$ cat config.mk
export PLATFORM = sky130hd
export DESIGN_NAME = sysbus_arbiter
export DESIGN_NICKNAME = d
export VERILOG_FILES = /design/src/rtl/sysbus_arbiter.sv
export SDC_FILE = /design/constraint.sdc
export NUM_CORES = 1
export LEC_CHECK = 0
export ABC_CLOCK_PERIOD_IN_PS = 4930
export CORE_AREA = 8 8 177 179
export DETAILED_ROUTE_END_ITERATION = 8
export DIE_AREA = 0 0 185 187
export PLACE_DENSITY = 0.58
export SYNTH_ARGS = -nofsm -noshare
export SYNTH_HDL_FRONTEND = slang
export SYNTH_SLANG_ARGS = --single-unit
$ cat constraint.sdc
create_clock -name clk -period 4.93 [get_ports clk]
set_input_delay 0.7395 -clock clk [delete_from_list [all_inputs] [get_ports clk]]
set_output_delay 0.7395 -clock clk [all_outputs]
set_load 0.1 [all_outputs]
$ cat src/rtl/sysbus_arbiter.sv
// Round-robin arbiter and read-transaction sequencer for the shared Sysbus master port.
// Grants one requester, drives the request phase, then steers the response burst to its owner.
module sysbus_arbiter #(
   parameter int BUS_DATA_WIDTH = 64,
   parameter int BUS_TAG_WIDTH  = 13,
   parameter int NUM_REQ        = 3,
   parameter int BEATS_PER_LINE = 8
) (
   input  logic                                clk,
   input  logic                                reset,
   input  logic [NUM_REQ-1:0]                  i_req_valid,
   input  logic [NUM_REQ*BUS_DATA_WIDTH-1:0]   i_req_addr,
   input  logic [NUM_REQ*BUS_TAG_WIDTH-1:0]    i_req_tag,
   output logic [NUM_REQ-1:0]                  o_req_grant,
   output logic [NUM_REQ-1:0]                  o_resp_valid,
   output logic [BUS_DATA_WIDTH-1:0]           o_resp_data,
   output logic                                o_resp_last,
   output logic                                o_busy,
   output logic                                o_err_tag,
   output logic                                o_err_spurious,
   output logic                                o_bus_reqcyc,
   output logic [BUS_DATA_WIDTH-1:0]           o_bus_req,
   output logic [BUS_TAG_WIDTH-1:0]            o_bus_reqtag,
   input  logic                                i_bus_reqack,
   input  logic                                i_bus_respcyc,
   input  logic [BUS_DATA_WIDTH-1:0]           i_bus_resp,
   input  logic [BUS_TAG_WIDTH-1:0]            i_bus_resptag,
   output logic                                o_bus_respack
);

   // state | meaning
   // IDLE  | no transaction; round-robin grant evaluated every cycle
   // REQ   | request phase driven on the bus until bus_reqack
   // RESP  | response beats steered to the owner until the last beat
   typedef enum logic [1:0] {IDLE, REQ, RESP} state_t;

   localparam int IDX_W = (NUM_REQ > 1) ? $clog2(NUM_REQ) : 1;
   localparam int SUM_W = IDX_W + 1;
   localparam int CNT_W = (BEATS_PER_LINE > 1) ? $clog2(BEATS_PER_LINE) : 1;

   state_t                      r_state;
   logic [IDX_W-1:0]            r_rr;
   logic [IDX_W-1:0]            r_owner;
   logic [BUS_DATA_WIDTH-1:0]   r_addr;
   logic [BUS_TAG_WIDTH-1:0]    r_tag;
   logic [CNT_W-1:0]            r_cnt;
   logic                        r_reqcyc;
   logic                        r_err_tag;
   logic                        r_err_spurious;

   logic [BUS_DATA_WIDTH-1:0]   w_addr_arr [NUM_REQ];
   logic [BUS_TAG_WIDTH-1:0]    w_tag_arr  [NUM_REQ];
   logic                        w_found;
   logic [IDX_W-1:0]            w_winner;
   logic [SUM_W-1:0]            w_sum;
   logic                        w_beat;
   logic                        w_last_beat;
   logic [IDX_W-1:0]            w_rr_next;

   for (genvar g = 0; g < NUM_REQ; g++) begin : g_unpack
      assign w_addr_arr[g] = i_req_addr[g*BUS_DATA_WIDTH +: BUS_DATA_WIDTH];
      assign w_tag_arr[g]  = i_req_tag[g*BUS_TAG_WIDTH +: BUS_TAG_WIDTH];
   end

   // Search starts at r_rr and wraps; first pending requester wins.
   always_comb begin
      w_found  = 1'b0;
      w_winner = '0;
      w_sum    = '0;
      for (int k = 0; k < NUM_REQ; k++) begin
         w_sum = {1'b0, r_rr} + SUM_W'(k);
         if (w_sum >= SUM_W'(NUM_REQ)) w_sum = w_sum - SUM_W'(NUM_REQ);
         if (!w_found && i_req_valid[w_sum[IDX_W-1:0]]) begin
            w_found  = 1'b1;
            w_winner = w_sum[IDX_W-1:0];
         end
      end
   end

   assign w_beat      = (r_state == RESP) && i_bus_respcyc;
   assign w_last_beat = w_beat && (r_cnt == CNT_W'(BEATS_PER_LINE - 1));
   assign w_rr_next   = (r_owner == IDX_W'(NUM_REQ - 1)) ? '0 : r_owner + IDX_W'(1);

   assign o_req_grant    = (r_state == IDLE && w_found) ? (NUM_REQ'(1) << w_winner) : '0;
   assign o_resp_valid   = w_beat ? (NUM_REQ'(1) << r_owner) : '0;
   assign o_resp_data    = w_beat ? i_bus_resp : '0;
   assign o_resp_last    = w_last_beat;
   assign o_busy         = (r_state != IDLE);
   assign o_err_tag      = r_err_tag;
   assign o_err_spurious = r_err_spurious;
   assign o_bus_reqcyc   = r_reqcyc;
   assign o_bus_req      = r_reqcyc ? r_addr : '0;
   assign o_bus_reqtag   = r_reqcyc ? r_tag : '0;
   // Every beat is acknowledged: consumed in RESP, dropped as spurious otherwise.
   assign o_bus_respack  = i_bus_respcyc;

   always_ff @(posedge clk) begin
      if (reset) begin
         r_state        <= IDLE;
         r_rr           <= '0;
         r_owner        <= '0;
         r_addr         <= '0;
         r_tag          <= '0;
         r_cnt          <= '0;
         r_reqcyc       <= 1'b0;
         r_err_tag      <= 1'b0;
         r_err_spurious <= 1'b0;
      end else begin
         if (i_bus_respcyc && r_state != RESP) r_err_spurious <= 1'b1;
         case (r_state)
            IDLE: begin
               if (w_found) begin
                  r_owner  <= w_winner;
                  r_addr   <= w_addr_arr[w_winner];
                  r_tag    <= w_tag_arr[w_winner];
                  r_reqcyc <= 1'b1;
                  r_state  <= REQ;
               end
            end
            REQ: begin
               if (i_bus_reqack) begin
                  r_reqcyc <= 1'b0;
                  r_cnt    <= '0;
                  r_state  <= RESP;
               end
            end
            RESP: begin
               if (w_beat) begin
                  if (i_bus_resptag != r_tag) r_err_tag <= 1'b1;
                  if (w_last_beat) begin
                     r_cnt   <= '0;
                     r_rr    <= w_rr_next;
                     r_state <= IDLE;
                  end else begin
                     r_cnt <= r_cnt + CNT_W'(1);
                  end
               end
            end
            default: begin
               r_reqcyc <= 1'b0;
               r_state  <= IDLE;
            end
         endcase
      end
   end

endmodule

==> results of run 1 <==
## power groups by stage
stage | Combinational [mW] | Clock, mW | Sequential (mW)
4_1_cts | 1.16 | 0.743 | 0.874
3_3_place_gp | 1.15 | 0 | 0.889
2_1_floorplan | 0.712 | 0 | 0.864
3_5_place_dp | 1.16 | 0 | 0.890
6_report | 1.15 | 0.704 | 0.872
5_1_grt | 1.21 | 0.765 | 0.886
## flip-flops by register name (all words and copies together) (netlist names)
register and cells:
o_bus_reqcyc 1, r_state 2, r_owner 2, r_addr 64, r_tag 13, r_cnt 3
o_err_tag 1, r_rr 2, o_err_spurious 1
## through the flow
step / area, um2 / hold slack (ns) / setup slack (ns) / cells
after floorplan: 6280 / 0.436 / 0.211 / 724
after global placement: 11000 / 0.438 / 1.13 / 1508
after detailed placement: 11000 / 0.447 / 1.09 / 1508
after CTS: 11300 / 0.458 / 1.08 / 1524
after global routing: 11300 / 0.491 / 0.980 / 1524
final: 11300 / 0.455 / 1.06 / 1524
## cell usage in the layout, fill, tap and decap left out, drive strengths merged
cell type        n
a211o            1
a21oi           11
a22oi            1
a311oi           1
and2            79
and3            64
buf             82
clkbuf          10
clkdlybuf4s50  394
clkinv           2
dfxtp           89
ha               6
inv             11
mux2             3
mux2i           81
nand2           11
nand2b          78
nand3            3
nand3b          80
nand4            2
nand4b           2
nor2            11
nor2b            5
nor3             3
nor3b            2
nor4             2
o211ai           1
o21a             2
o21ai            6
o221ai          77
o2bb2ai          1
o311ai           2
o31a             1
o31ai            1
or3              1
or4              1
xnor2            5
xor2             8
## final cells by class
| class | count | area, um2 | area share [%] |
|---|---|---|---|
| Tap cell | 384 | 480 | 4.25 |
| Inverter | 7 | 26.3 | 0.232 |
| Timing Repair Buffer | 476 | 4580 | 40.5 |
| Multi-Input combinational cell | 552 | 4140 | 36.6 |
| Sequential cell | 89 | 1790 | 15.8 |
| Clock buffer | 10 | 239 | 2.11 |
| Clock inverter | 6 | 57.6 | 0.509 |
## worst min-delay path by stage
stage,from,end,cells past startpoint
floorplan,r_cnt[1],r_cnt[1],2
global placement,o_err_tag,o_err_tag,2
detailed placement,o_err_tag,o_err_tag,2
CTS,o_err_tag,o_err_tag,2
global route,o_err_spurious,o_err_spurious,2
finish,o_err_tag,o_err_tag,2
## worst min-delay path, cell delays in order (launching register included)
cell and delay [ns]:
sky130_fd_sc_hd__dfxtp_1 0.31, sky130_fd_sc_hd__inv_1 0.05, sky130_fd_sc_hd__a21oi_1 0.05
## cells by family after synthesis
| logic type | Yosys count |
|---|---|
| multiplexers | 84 |
| AO/OA/AOI/OAI | 105 |
| XOR/XNOR | 13 |
| buffers and inverters | 83 |
| AND/OR/NAND/NOR | 344 |
| flip-flops | 89 |
| adder cells (fa/ha/maj) | 6 |
## metal layers
layer / part of all wire [%] / vias to the layer above / global-route usage, %
met2: 49 / 327 / 28.9
met3: 9.5 / 21 / 5.63
met4: 1.3 / 2 / 4.16
li1: - / 3457 / -
met5: 0.033 / - / 0
met1: 40 / 3319 / 19.7
==> qor.csv, run 1 <==
stage,metric,value,unit
logic_synthesis,Syn Std Cell Area,6280,um2
setup_path,crit end category,output port,
clock_tree,CTS Buf Count,9,
clock_tree,hold buffer count at CTS,0,
timing,hold violation total from the final report,0,
logic_synthesis,proportion of synthesized chip area in sequential cells,28.4,%
grt,overall overflow remaining after global route,0,
drt,1st-iter DRT viols,363,
timing,skew final,0.0198,ns
clock_tree,clock-pin slew of the registers on the worst-case setup and hold paths,0.06,ns
logic_synthesis,flip-flop and latch count after synthesis,89,
setup_path,cell type of the slowest stage on the worst timing path,sky130_fd_sc_hd__or4_1,
drt,average wire per standard cell,19.9,um
clock_tree,clock latency of the later-clocked register in the worst-skew pair,0.35,ns
setup_path,crit-path leading delay family,buffers and inverters,
logic_synthesis,"top cells by area, synth","sky130_fd_sc_hd__dfxtp_1 (28%), sky130_fd_sc_hd__mux2i_1 (13%), sky130_fd_sc_hd__o221ai_1 (11%)",
pwr,Design Power,2.72,mW
clock_tree,Sink Count,89,
logic_synthesis,count of different cell masters after synthesis,41,
logic_synthesis,post-synth top area cell,sky130_fd_sc_hd__dfxtp_1,
logic_synthesis,Synth Area in Simple Gates,35.1,%
drt,DRC Markers,0,
outcome,status,"finished, final reports clean",
grt,wire length of the first global-routing pass,45.6,mm
logic_synthesis,dominant combinational cell family by area after synthesis,simple AND/OR/NAND/NOR gates,
logic_synthesis,"EDFF count, synth",0,
logic_synthesis,most frequent cell after synthesis,sky130_fd_sc_hd__dfxtp_1,
grt,global routing usage summed across all routing layers,16.8,%
final_layout,number of nets in the finished design,1456,
logic_synthesis,number of warnings reported in the yosys synthesis log,0,
setup_path,worst reg-to-reg path cell count,8,
setup_path,Reg2Reg Setup Slack,1.84,ns
pwr,Psw,1.09,mW
setup_path,data arrival time of the critical path,3.13,ns
logic_synthesis,share of synthesized area spent on multiplexers,13.7,%
pwr,combinational group share of total power,42.1,%
setup_path,"slowest stage delay, CP",0.56,ns
setup_path,sum of buffers and inverters on the critical path,2,
pwr,share of total power in the clock network,25.9,%
setup_path,worst setup path start,i_req_valid[0],
clock_tree,Max clock buf depth,2,
logic_synthesis,fraction of synthesized cell area taken by the top area cell type,28.4,%
timing,highest attainable clock frequency,0.259,GHz
worst_hold_path,Hold/Removal Path Class,reg -> reg,
run,Max-cap violations,0,
floorplan,Starting Density,22.1,%
clock_tree,clock tree from TritonCTS,yes,
grt,initial antenna violation count,1,
logic_synthesis,commonest cells in the synthesized netlist,"sky130_fd_sc_hd__dfxtp_1 (89), sky130_fd_sc_hd__mux2i_1 (80), sky130_fd_sc_hd__nand3b_1 (80), sky130_fd_sc_hd__and2_1 (79), sky130_fd_sc_hd__nand2b_1 (78)",
setup_path,number of logic stages on the critical path including buffering,6,
logic_synthesis,leading register cell type out of synthesis,sky130_fd_sc_hd__dfxtp_1,
logic_synthesis,share of the synthesized netlist area taken by xor and xnor gates,1.81,%
pwr,leakage power total,4.79,nW
pwr,power density over cell area,241,nW/um2
timing,portion of the clock cycle consumed by the worst path in the final layout,78.4,%
grt,largest net degree at the start of global routing,126,
clock_tree,Clock Root Buffer,sky130_fd_sc_hd__clkbuf_16,
setup_path,crit path max fanout,6,
clock_tree,post-cts resize count,0,
timing,"Slew Viols, Final",0,
floorplan,FP Rows,62,
timing,headroom to the max-slew limit,28.3,%
logic_synthesis,adder-cell area share of the yosys netlist,1.20,%
grt,via count of the first global-routing pass,7419,
final_layout,fill cell instance count of the final layout,2927,
pwr,Switching Fraction,40.2,%
logic_synthesis,Post-synth ARST share,0,%
timing,sum of negative setup slack,0,ns
pwr,internal power summed over all cells,1.63,mW
logic_synthesis,per-instance average area after synthesis,8.67,um2
timing,minimum clock period,3.87,ns
pwr,maximum resistive drop on vdd,0.000157,V
floorplan,area of the core,28400,um2
floorplan,overall die width,185,um
placed_design,hpwl dp,23.3,mm
logic_synthesis,compound-gate portion of the synthesized area,13.6,%
final_layout,relative area change from synthesis to final layout,80.2,%
timing,transition time at the pin with the least slew margin,1.07,ns
setup_path,endpoint of the worst register-to-register path,r_addr[1],
pwr,portion of total power attributed to sequential cells,32.0,%
drt,post-DR vias/cell,4.68,
placed_design,placer's final routability congestion estimate,0.815,
final_layout,Inserted Diodes,0,
final_layout,post-layout util,39.8,%
drt,vias after detailed routing,7126,
drt,number of search-and-repair iterations in the first detailed-routing pass,4,
timing,"Setup violations, final",0,
logic_synthesis,cells after synthesis,724,
setup_path,end of the critical path,o_req_grant[0],
setup_path,cell chain of the critical path,clkdlybuf4s50_1 -> mux2_4 -> mux2_2 -> or4_1 -> a311oi_2 -> buf_4,
timing,setup repair after global routing missed its margin,false,
setup_path,kind of critical path,in -> out,
clock_tree,total number of H-tree levels,3,
placed_design,number of buffer cells added on primary ports,467,
floorplan,I/O Pins,468,
floorplan,die height,187,um
setup_path,r2r startpoint,r_rr[1],
drt,routed wire length,30.4,mm
final_layout,share of layout cells above drive strength 1,9.47,%
clock_tree,post-CTS setup-driven buffer insertion count,0,
logic_synthesis,syn_nets,1045,
drt,Detail Route Antenna Nets,0,
floorplan,DIE AREA,34600,um2
setup_path,CP Launch Type,input port,
setup_path,endpoint required time on the critical path,4.19,ns
Note: power is estimated with default switching activity, not from simulation.
==> run 2, diff against run 1 <==
--- a/config.mk
+++ b/config.mk
@@ -5,11 +5,11 @@
 export SDC_FILE = /design/constraint.sdc
 export NUM_CORES = 1
 export LEC_CHECK = 0
-export ABC_CLOCK_PERIOD_IN_PS = 4930
+export ABC_CLOCK_PERIOD_IN_PS = 3150
 export CORE_AREA = 8 8 177 179
 export DETAILED_ROUTE_END_ITERATION = 8
 export DIE_AREA = 0 0 185 187
-export PLACE_DENSITY = 0.58
+export PLACE_DENSITY = 0.6
 export SYNTH_ARGS = -nofsm -noshare
 export SYNTH_HDL_FRONTEND = slang
 export SYNTH_SLANG_ARGS = --single-unit
==> constraint.sdc (replaced) <==
create_clock -name clk -period 3.15 [get_ports clk]
set_input_delay 0.4725 -clock clk [delete_from_list [all_inputs] [get_ports clk]]
set_output_delay 0.4725 -clock clk [all_outputs]
set_load 0.1 [all_outputs]
==> run 2 against run 1 <==
  * Setup slack worse by 0.96 ns
  * Hold slack worse by 0.0044 ns
  * Sequential power is 54% higher
  * Sequential share of layout area is 1.3 points lower
  * Design area is 9.2% higher
  * Combinational power is 67% higher
  * Core utilization is 3.7 points higher
  * Via count is 0.88% higher
  * Total power is 60% higher
==> qor.csv, run 2 (synthesis results as in run 1) <==
stage,metric,value,unit,change
setup_path,kind of critical path,reg -> out,,
timing,"Setup violations, final",0,,unchanged
final_layout,most frequent standard cell in the layout excluding fill and tap cells,sky130_fd_sc_hd__clkdlybuf4s50_1,,
timing,minimum clock period,3.04,ns,
grt,wire length of the first global-routing pass,46.2,mm,+1.4%
setup_path,data arrival time of the critical path,2.57,ns,-0.56 ns
grt,overall overflow remaining after global route,0,,unchanged
floorplan,die height,187,um,unchanged
setup_path,CP Launch Type,flip-flop,,
floorplan,I/O Pins,468,,unchanged
timing,skew final,0.00932,ns,-0.0105 ns
clock_tree,clock latency of the later-clocked register in the worst-skew pair,0.35,ns,about the same
placed_design,number of buffer cells added on primary ports,467,,unchanged
floorplan,FP Rows,62,,unchanged
final_layout,relative area change from synthesis to final layout,96.7,%,
final_layout,"flip-flop count of the largest register, all copies and words added",64,,unchanged
timing,fin worst setup slack,0.106,ns,-0.959 ns
setup_path,endpoint required time on the critical path,2.68,ns,-1.51 ns
clock_tree,hold buffer count at CTS,0,,unchanged
timing,smallest hold slack,0.451,ns,-0.00443 ns
final_layout,Inserted Diodes,0,,unchanged
setup_path,sum of buffers and inverters on the critical path,2,,unchanged
clock_tree,total number of H-tree levels,3,,unchanged
clock_tree,Max clock buf depth,2,,unchanged
drt,routed wire length,31.3,mm,+3.1%
timing,hold violation total from the final report,0,,unchanged
setup_path,worst setup path start,r_rr[1],,
placed_design,hpwl dp,24.8,mm,+6.4%
drt,DRC Markers,0,,unchanged
outcome,status,"finished, final reports clean",,
floorplan,Starting Density,22.1,%,unchanged
setup_path,cell type of the slowest stage on the worst timing path,sky130_fd_sc_hd__or4_4,,
setup_path,crit path max fanout,3,,-3
grt,initial antenna violation count,2,,+1
drt,vias after detailed routing,7189,,+0.88%
timing,"Slew Viols, Final",0,,unchanged
final_layout,registers with the most flip-flops,"r_addr x64, r_tag x13, r_cnt x3",,
pwr,Psw,1.70,mW,+56%
pwr,combinational group share of total power,43.9,%,+1.8 points
final_layout,"leading cell types in the layout, fill and taps excluded","sky130_fd_sc_hd__clkdlybuf4s50_1 (312), sky130_fd_sc_hd__buf_4 (100), sky130_fd_sc_hd__dfxtp_1 (86)",,
final_layout,register with the most flip-flops,r_addr,,
pwr,maximum resistive drop on vdd,0.000227,V,+44%
final_layout,share of layout cells above drive strength 1,19.0,%,+9.5 points
placed_design,post-placement setup slack,-0.0595,ns,-1.14 ns
pwr,internal power summed over all cells,2.66,mW,+63%
pwr,power density over cell area,354,nW/um2,+47%
timing,transition time at the pin with the least slew margin,0.610,ns,-0.462 ns
floorplan,area of the core,28400,um2,unchanged
worst_hold_path,Hold/Removal Path Class,reg -> reg,,
pwr,Switching Fraction,39.0,%,-1.2 points
drt,1st-iter DRT viols,326,,-10%
clock_tree,Clock Root Buffer,sky130_fd_sc_hd__clkbuf_16,,
timing,highest attainable clock frequency,0.329,GHz,
clock_tree,clock tree from TritonCTS,yes,,
setup_path,r2r startpoint,r_rr[1],,
placed_design,cell area after placement,12000,um2,+9.0%
floorplan,DIE AREA,34600,um2,unchanged
pwr,share of total power in the clock network,25.5,%,-0.4 points
drt,Detail Route Antenna Nets,0,,unchanged
setup_path,cell chain of the critical path,inv_2 -> ha_4 -> mux2_4 -> mux2_2 -> or4_4 -> a311oi_4 -> buf_12,,
final_layout,area of all placed cells without fillers,12400,um2,+9.2%
drt,average wire per standard cell,20.3,um,+1.8%
pwr,Design Power,4.37,mW,+60%
grt,largest net degree at the start of global routing,97,,-23%
drt,number of search-and-repair iterations in the first detailed-routing pass,4,,unchanged
setup_path,crit end category,output port,,
clock_tree,CTS Buf Count,9,,unchanged
worst_hold_path,origin of the worst min-delay path,o_err_tag,,
final_layout,number of nets in the finished design,1476,,+1.4%
pwr,portion of total power attributed to sequential cells,30.6,%,-1.4 points
setup_path,crit-path leading delay family,multiplexers,,
drt,post-DR vias/cell,4.66,,-0.36%
clock_tree,Sink Count,89,,unchanged
clock_tree,clock-pin slew of the registers on the worst-case setup and hold paths,0.07,ns,about the same
run,Max-cap violations,0,,unchanged
grt,via count of the first global-routing pass,7513,,+1.3%
floorplan,overall die width,185,um,unchanged
setup_path,"slowest stage delay, CP",0.50,ns,-0.06 ns
pwr,leakage power total,5.31,nW,+11%
placed_design,placer's final routability congestion estimate,0.824,,+1.2%
grt,global routing usage summed across all routing layers,17.1,%,+0.32 points
timing,headroom to the max-slew limit,58.7,%,+30 points
timing,portion of the clock cycle consumed by the worst path in the final layout,96.6,%,
## run 2: cell count changes in the layout (fill, tap and decap cells not counted), moves of 2 or more
cell                              change
sky130_fd_sc_hd__buf_12              +81
sky130_fd_sc_hd__buf_4               +20
sky130_fd_sc_hd__clkdlybuf4s50_1     -82
sky130_fd_sc_hd__clkinv_4             -2
sky130_fd_sc_hd__clkinvlp_4           +2
sky130_fd_sc_hd__dfxtp_1              -2
sky130_fd_sc_hd__dfxtp_2              +2
sky130_fd_sc_hd__ha_1                 -2
sky130_fd_sc_hd__ha_4                 +2
sky130_fd_sc_hd__inv_8                -2
sky130_fd_sc_hd__nor3_1               -2
sky130_fd_sc_hd__nor3b_1              -2
sky130_fd_sc_hd__nor3b_2              +2
## run 2: worst reg2reg max path, delay by kind of cell (launching register included)
| kind | cells | cell delay (ns) |
|---|---|---|
| fa+ha+maj | 1 | 0.16 |
| flops | 1 | 0.36 |
| mux | 4 | 1.10 |
| buf+inv | 4 | 0.66 |
| compound gates | 1 | 0.13 |
## run 2: final cells by class
type                    instances  area, um2
well taps                     384        480
inverters                       7       26.3
clock buffers                   9        225
fillers                      2794      16000
flip-flops and latches         89       1790
multi-input cells             552       4220
clock inverters                 6       67.6
repair buffers                496       5550
## run 2: power by group through the flow
stage / Clock (mW) / Sequential, mW / Combinational [mW]
2_1_floorplan: 0 / 1.35 / 1.12
3_3_place_gp: 0 / 1.36 / 1.92
3_5_place_dp: 0 / 1.36 / 1.93
4_1_cts: 1.17 / 1.34 / 1.94
5_1_grt: 1.21 / 1.35 / 2.02
6_report: 1.11 / 1.34 / 1.92
## run 2: worst paths after layout
kind	endpoint	slack, ns	depth (start not counted)
worst max-delay path	o_req_grant[0]	0.11	7
worst min-delay path	o_err_tag	0.45	2
worst max register to register	r_addr[12]	0.61	10
worst min register to register	o_err_tag	0.45	2
## run 2: layer usage
| layer | GRT usage, % | up-vias | wire length, um |
|---|---|---|---|
| li1 | - | 3486 | - |
| met1 | 17.9 | 3361 | 11200 |
| met2 | 30.9 | 310 | 16200 |
| met3 | 7.03 | 28 | 3330 |
| met4 | 4.80 | 4 | 569 |
| met5 | 0 | - | 24 |
## run 2: what timing repair did
item                       in CTS  in global routing
pin swaps                       1                  2
setup endpoints to repair       1                  3
gates resized for setup         3                  9
setup buffers                   0                  1
hold endpoints to repair        0                  0
## run 2: stage by stage
stage	cells	utilization, %	TNS, ns
after detailed placement	1527	42.3	-0.0595
final	1543	43.5	0
after global placement	1527	42.3	-0.0409
after CTS	1542	43.3	0
after global routing	1543	43.5	-0.00696
after floorplan	724	-	-0.268
==> run 3, diff against run 2 <==
--- a/config.mk
+++ b/config.mk
@@ -5,11 +5,11 @@
 export SDC_FILE = /design/constraint.sdc
 export NUM_CORES = 1
 export LEC_CHECK = 0
-export ABC_CLOCK_PERIOD_IN_PS = 3150
+export ABC_CLOCK_PERIOD_IN_PS = 3900
 export CORE_AREA = 8 8 177 179
 export DETAILED_ROUTE_END_ITERATION = 8
 export DIE_AREA = 0 0 185 187
-export PLACE_DENSITY = 0.6
+export PLACE_DENSITY = 0.58
 export SYNTH_ARGS = -nofsm -noshare
 export SYNTH_HDL_FRONTEND = slang
 export SYNTH_SLANG_ARGS = --single-unit
==> constraint.sdc (replaced) <==
create_clock -name clk -period 3.9 [get_ports clk]
set_input_delay 0.585 -clock clk [delete_from_list [all_inputs] [get_ports clk]]
set_output_delay 0.585 -clock clk [all_outputs]
set_load 0.1 [all_outputs]
==> run 3 against run 2 <==
  * Sequential share of layout area up 0.21 points
  * Global-route usage up 0.20 points
  * Clock skew rose by 0.0052 ns
  * Clock power down 19%
  * Routed wire length is 0.24% lower
  * Critical path type unchanged
  * Core utilization decreased by 0.74 points
  * Setup slack better by 0.22 ns
  * Combinational power fell by 21%
  * First-iteration DRC count down 1.5%
  * Cell count decreased by 0.78%
==> qor.csv, run 3 (synthesis results as in run 1) <==
stage,metric,value,unit,change
timing,portion of the clock cycle consumed by the worst path in the final layout,91.5,%,
clock_tree,clock tree from TritonCTS,yes,,
grt,global routing usage summed across all routing layers,17.3,%,+0.20 points
drt,1st-iter DRT viols,321,,-1.5%
final_layout,most frequent standard cell in the layout excluding fill and tap cells,sky130_fd_sc_hd__clkdlybuf4s50_1,,
final_layout,register with the most flip-flops,r_addr,,
drt,vias after detailed routing,7100,,-1.2%
grt,overall overflow remaining after global route,0,,unchanged
floorplan,DIE AREA,34600,um2,unchanged
placed_design,post-placement setup slack,0.426,ns,+0.485 ns
timing,highest attainable clock frequency,0.280,GHz,
clock_tree,Clock Root Buffer,sky130_fd_sc_hd__clkbuf_16,,
setup_path,kind of critical path,reg -> out,,
clock_tree,CTS Buf Count,9,,unchanged
final_layout,"flip-flop count of the largest register, all copies and words added",64,,unchanged
timing,headroom to the max-slew limit,30.6,%,-28 points
placed_design,hpwl dp,24.5,mm,-1.4%
pwr,maximum resistive drop on vdd,0.000201,V,-11%
timing,setup repair after global routing missed its margin,false,,
floorplan,Starting Density,22.1,%,unchanged
setup_path,CP Launch Type,flip-flop,,
floorplan,FP Rows,62,,unchanged
grt,initial antenna violation count,1,,-1
setup_path,endpoint required time on the critical path,3.31,ns,+0.63 ns
timing,skew final,0.0145,ns,+0.00518 ns
final_layout,number of nets in the finished design,1463,,-0.88%
floorplan,die height,187,um,unchanged
setup_path,cell chain of the critical path,inv_1 -> ha_1 -> mux2_4 -> mux2_2 -> or4_1 -> a311oi_2 -> buf_12,,
clock_tree,post-CTS setup-driven buffer insertion count,0,,unchanged
setup_path,"slowest stage delay, CP",0.57,ns,+0.07 ns
final_layout,area of all placed cells without fillers,12100,um2,-1.7%
pwr,power density over cell area,288,nW/um2,-18%
grt,largest net degree at the start of global routing,116,,+20%
timing,"Setup violations, final",0,,unchanged
final_layout,post-route insts no fill,1531,,-0.78%
timing,minimum clock period,3.57,ns,
setup_path,crit path max fanout,7,,+4
timing,transition time at the pin with the least slew margin,1.04,ns,+0.428 ns
placed_design,placer's final routability congestion estimate,0.853,,+3.5%
drt,DRC Markers,0,,unchanged
worst_hold_path,Hold/Removal Path Class,reg -> reg,,
final_layout,area occupied by registers,1780,um2,-0.28%
placed_design,Placed Cells incl. Taps,1515,,-0.79%
timing,smallest hold slack,0.457,ns,+0.00606 ns
grt,via count of the first global-routing pass,7557,,+0.59%
drt,post-DR vias/cell,4.64,,-0.46%
clock_tree,post-cts resize count,0,,-3
timing,"Slew Viols, Final",0,,unchanged
placed_design,number of buffer cells added on primary ports,467,,unchanged
final_layout,Inserted Diodes,0,,unchanged
grt,wire length of the first global-routing pass,46.8,mm,+1.2%
drt,number of search-and-repair iterations in the first detailed-routing pass,4,,unchanged
clock_tree,hold buffer count at CTS,0,,unchanged
floorplan,area of the core,28400,um2,unchanged
final_layout,relative area change from synthesis to final layout,93.4,%,
placed_design,cell area after placement,11800,um2,-1.3%
drt,routed wire length,31.3,mm,-0.24%
setup_path,crit end category,output port,,
clock_tree,total number of H-tree levels,3,,unchanged
final_layout,fill cell instance count of the final layout,2783,,-0.39%
floorplan,overall die width,185,um,unchanged
clock_tree,clock latency of the later-clocked register in the worst-skew pair,0.36,ns,about the same
drt,Detail Route Antenna Nets,0,,unchanged
clock_tree,Sink Count,89,,unchanged
final_layout,multi-input combinational cell area,4140,um2,-1.7%
run,Max-cap violations,0,,unchanged
drt,average wire per standard cell,20.4,um,+0.54%
final_layout,share of layout cells above drive strength 1,15.8,%,-3.2 points
outcome,status,"finished, final reports clean",,
clock_tree,Max clock buf depth,2,,unchanged
final_layout,"leading cell types in the layout, fill and taps excluded","sky130_fd_sc_hd__clkdlybuf4s50_1 (329), sky130_fd_sc_hd__dfxtp_1 (88), sky130_fd_sc_hd__nand3b_1 (80), sky130_fd_sc_hd__mux2i_1 (80), sky130_fd_sc_hd__and2_1 (79)",,
timing,hold violation total from the final report,0,,unchanged
floorplan,I/O Pins,468,,unchanged
final_layout,registers with the most flip-flops,"r_addr x64, r_tag x13, r_cnt x3",,
setup_path,data arrival time of the critical path,2.99,ns,+0.42 ns
timing,fin worst setup slack,0.330,ns,+0.224 ns
setup_path,cell type of the slowest stage on the worst timing path,sky130_fd_sc_hd__or4_1,,
clock_tree,clock-pin slew of the registers on the worst-case setup and hold paths,0.07,ns,about the same
pwr,leakage power total,5.16,nW,-2.7%
==> run 3: changes by cell type in the layout (fill, tap and decap cells not counted), moves of 2 or more <==
cell / delta
sky130_fd_sc_hd__buf_12: -6
sky130_fd_sc_hd__clkdlybuf4s50_1: +17
sky130_fd_sc_hd__ha_1: +2
sky130_fd_sc_hd__nor3b_1: +2
sky130_fd_sc_hd__nor3b_2: -2
sky130_fd_sc_hd__dfxtp_1: +2
sky130_fd_sc_hd__buf_4: -23
sky130_fd_sc_hd__inv_8: +2
sky130_fd_sc_hd__ha_4: -2
==> run 3: power breakdown <==
part | switching [mW] | internal [mW]
registers | 0.0697 | 1.01
logic | 0.902 | 0.616
clock network | 0.432 | 0.466
total | 1.40 | 2.10
==> run 3: metrics by stage <==
stage	utilization [%]	setup TNS, ns	total power [mW]
6_report	42.8	0	3.50
4_1_cts	42.8	0	3.57
5_1_grt	42.8	0	3.67
3_5_place_dp	41.7	0	2.64
2_1_floorplan	-	-0.00638	1.99
3_3_place_gp	41.7	0	2.63
==> run 3: final timing paths <==
| check | slack [ns] | from | cells past startpoint | to |
|---|---|---|---|---|
| min | 0.46 | o_err_tag | 2 | o_err_tag |
| min reg2reg | 0.46 | o_err_tag | 2 | o_err_tag |
| max reg2reg | 1.01 | r_rr[1] | 9 | r_addr[7] |
| max | 0.33 | r_rr[1] | 7 | o_req_grant[0] |
==> run 3: final cells by class <==
type                    count  share of cell area (%)
repair buffers            483                    44.6
multi-input cells         552                    34.1
flip-flops and latches     89                    14.7
well taps                 384                    3.96
clock buffers              10                    1.97
clock inverters             6                   0.464
inverters                   7                   0.216
==> run 3: worst max-delay path, delay by kind of cell (launching register included) <==
| family | cells | cell delay (ns) |
|---|---|---|
| buffers and inverters | 2 | 0.30 |
| AND/OR/NAND/NOR | 1 | 0.57 |
| AO/OA/AOI/OAI | 1 | 0.37 |
| flip-flops | 1 | 0.34 |
| multiplexers | 2 | 0.69 |
| adder cells (fa/ha/maj) | 1 | 0.36 |
==> run 3: metal layers <==
| layer | track usage [%] | vias to the layer above | routed length, um |
|---|---|---|---|
| met2 | 29.6 | 311 | 15100 |
| met3 | 6.78 | 22 | 3280 |
| li1 | - | 3470 | - |
| met5 | 0 | - | 13 |
| met4 | 3.85 | 2 | 392 |
| met1 | 20.0 | 3295 | 12500 |
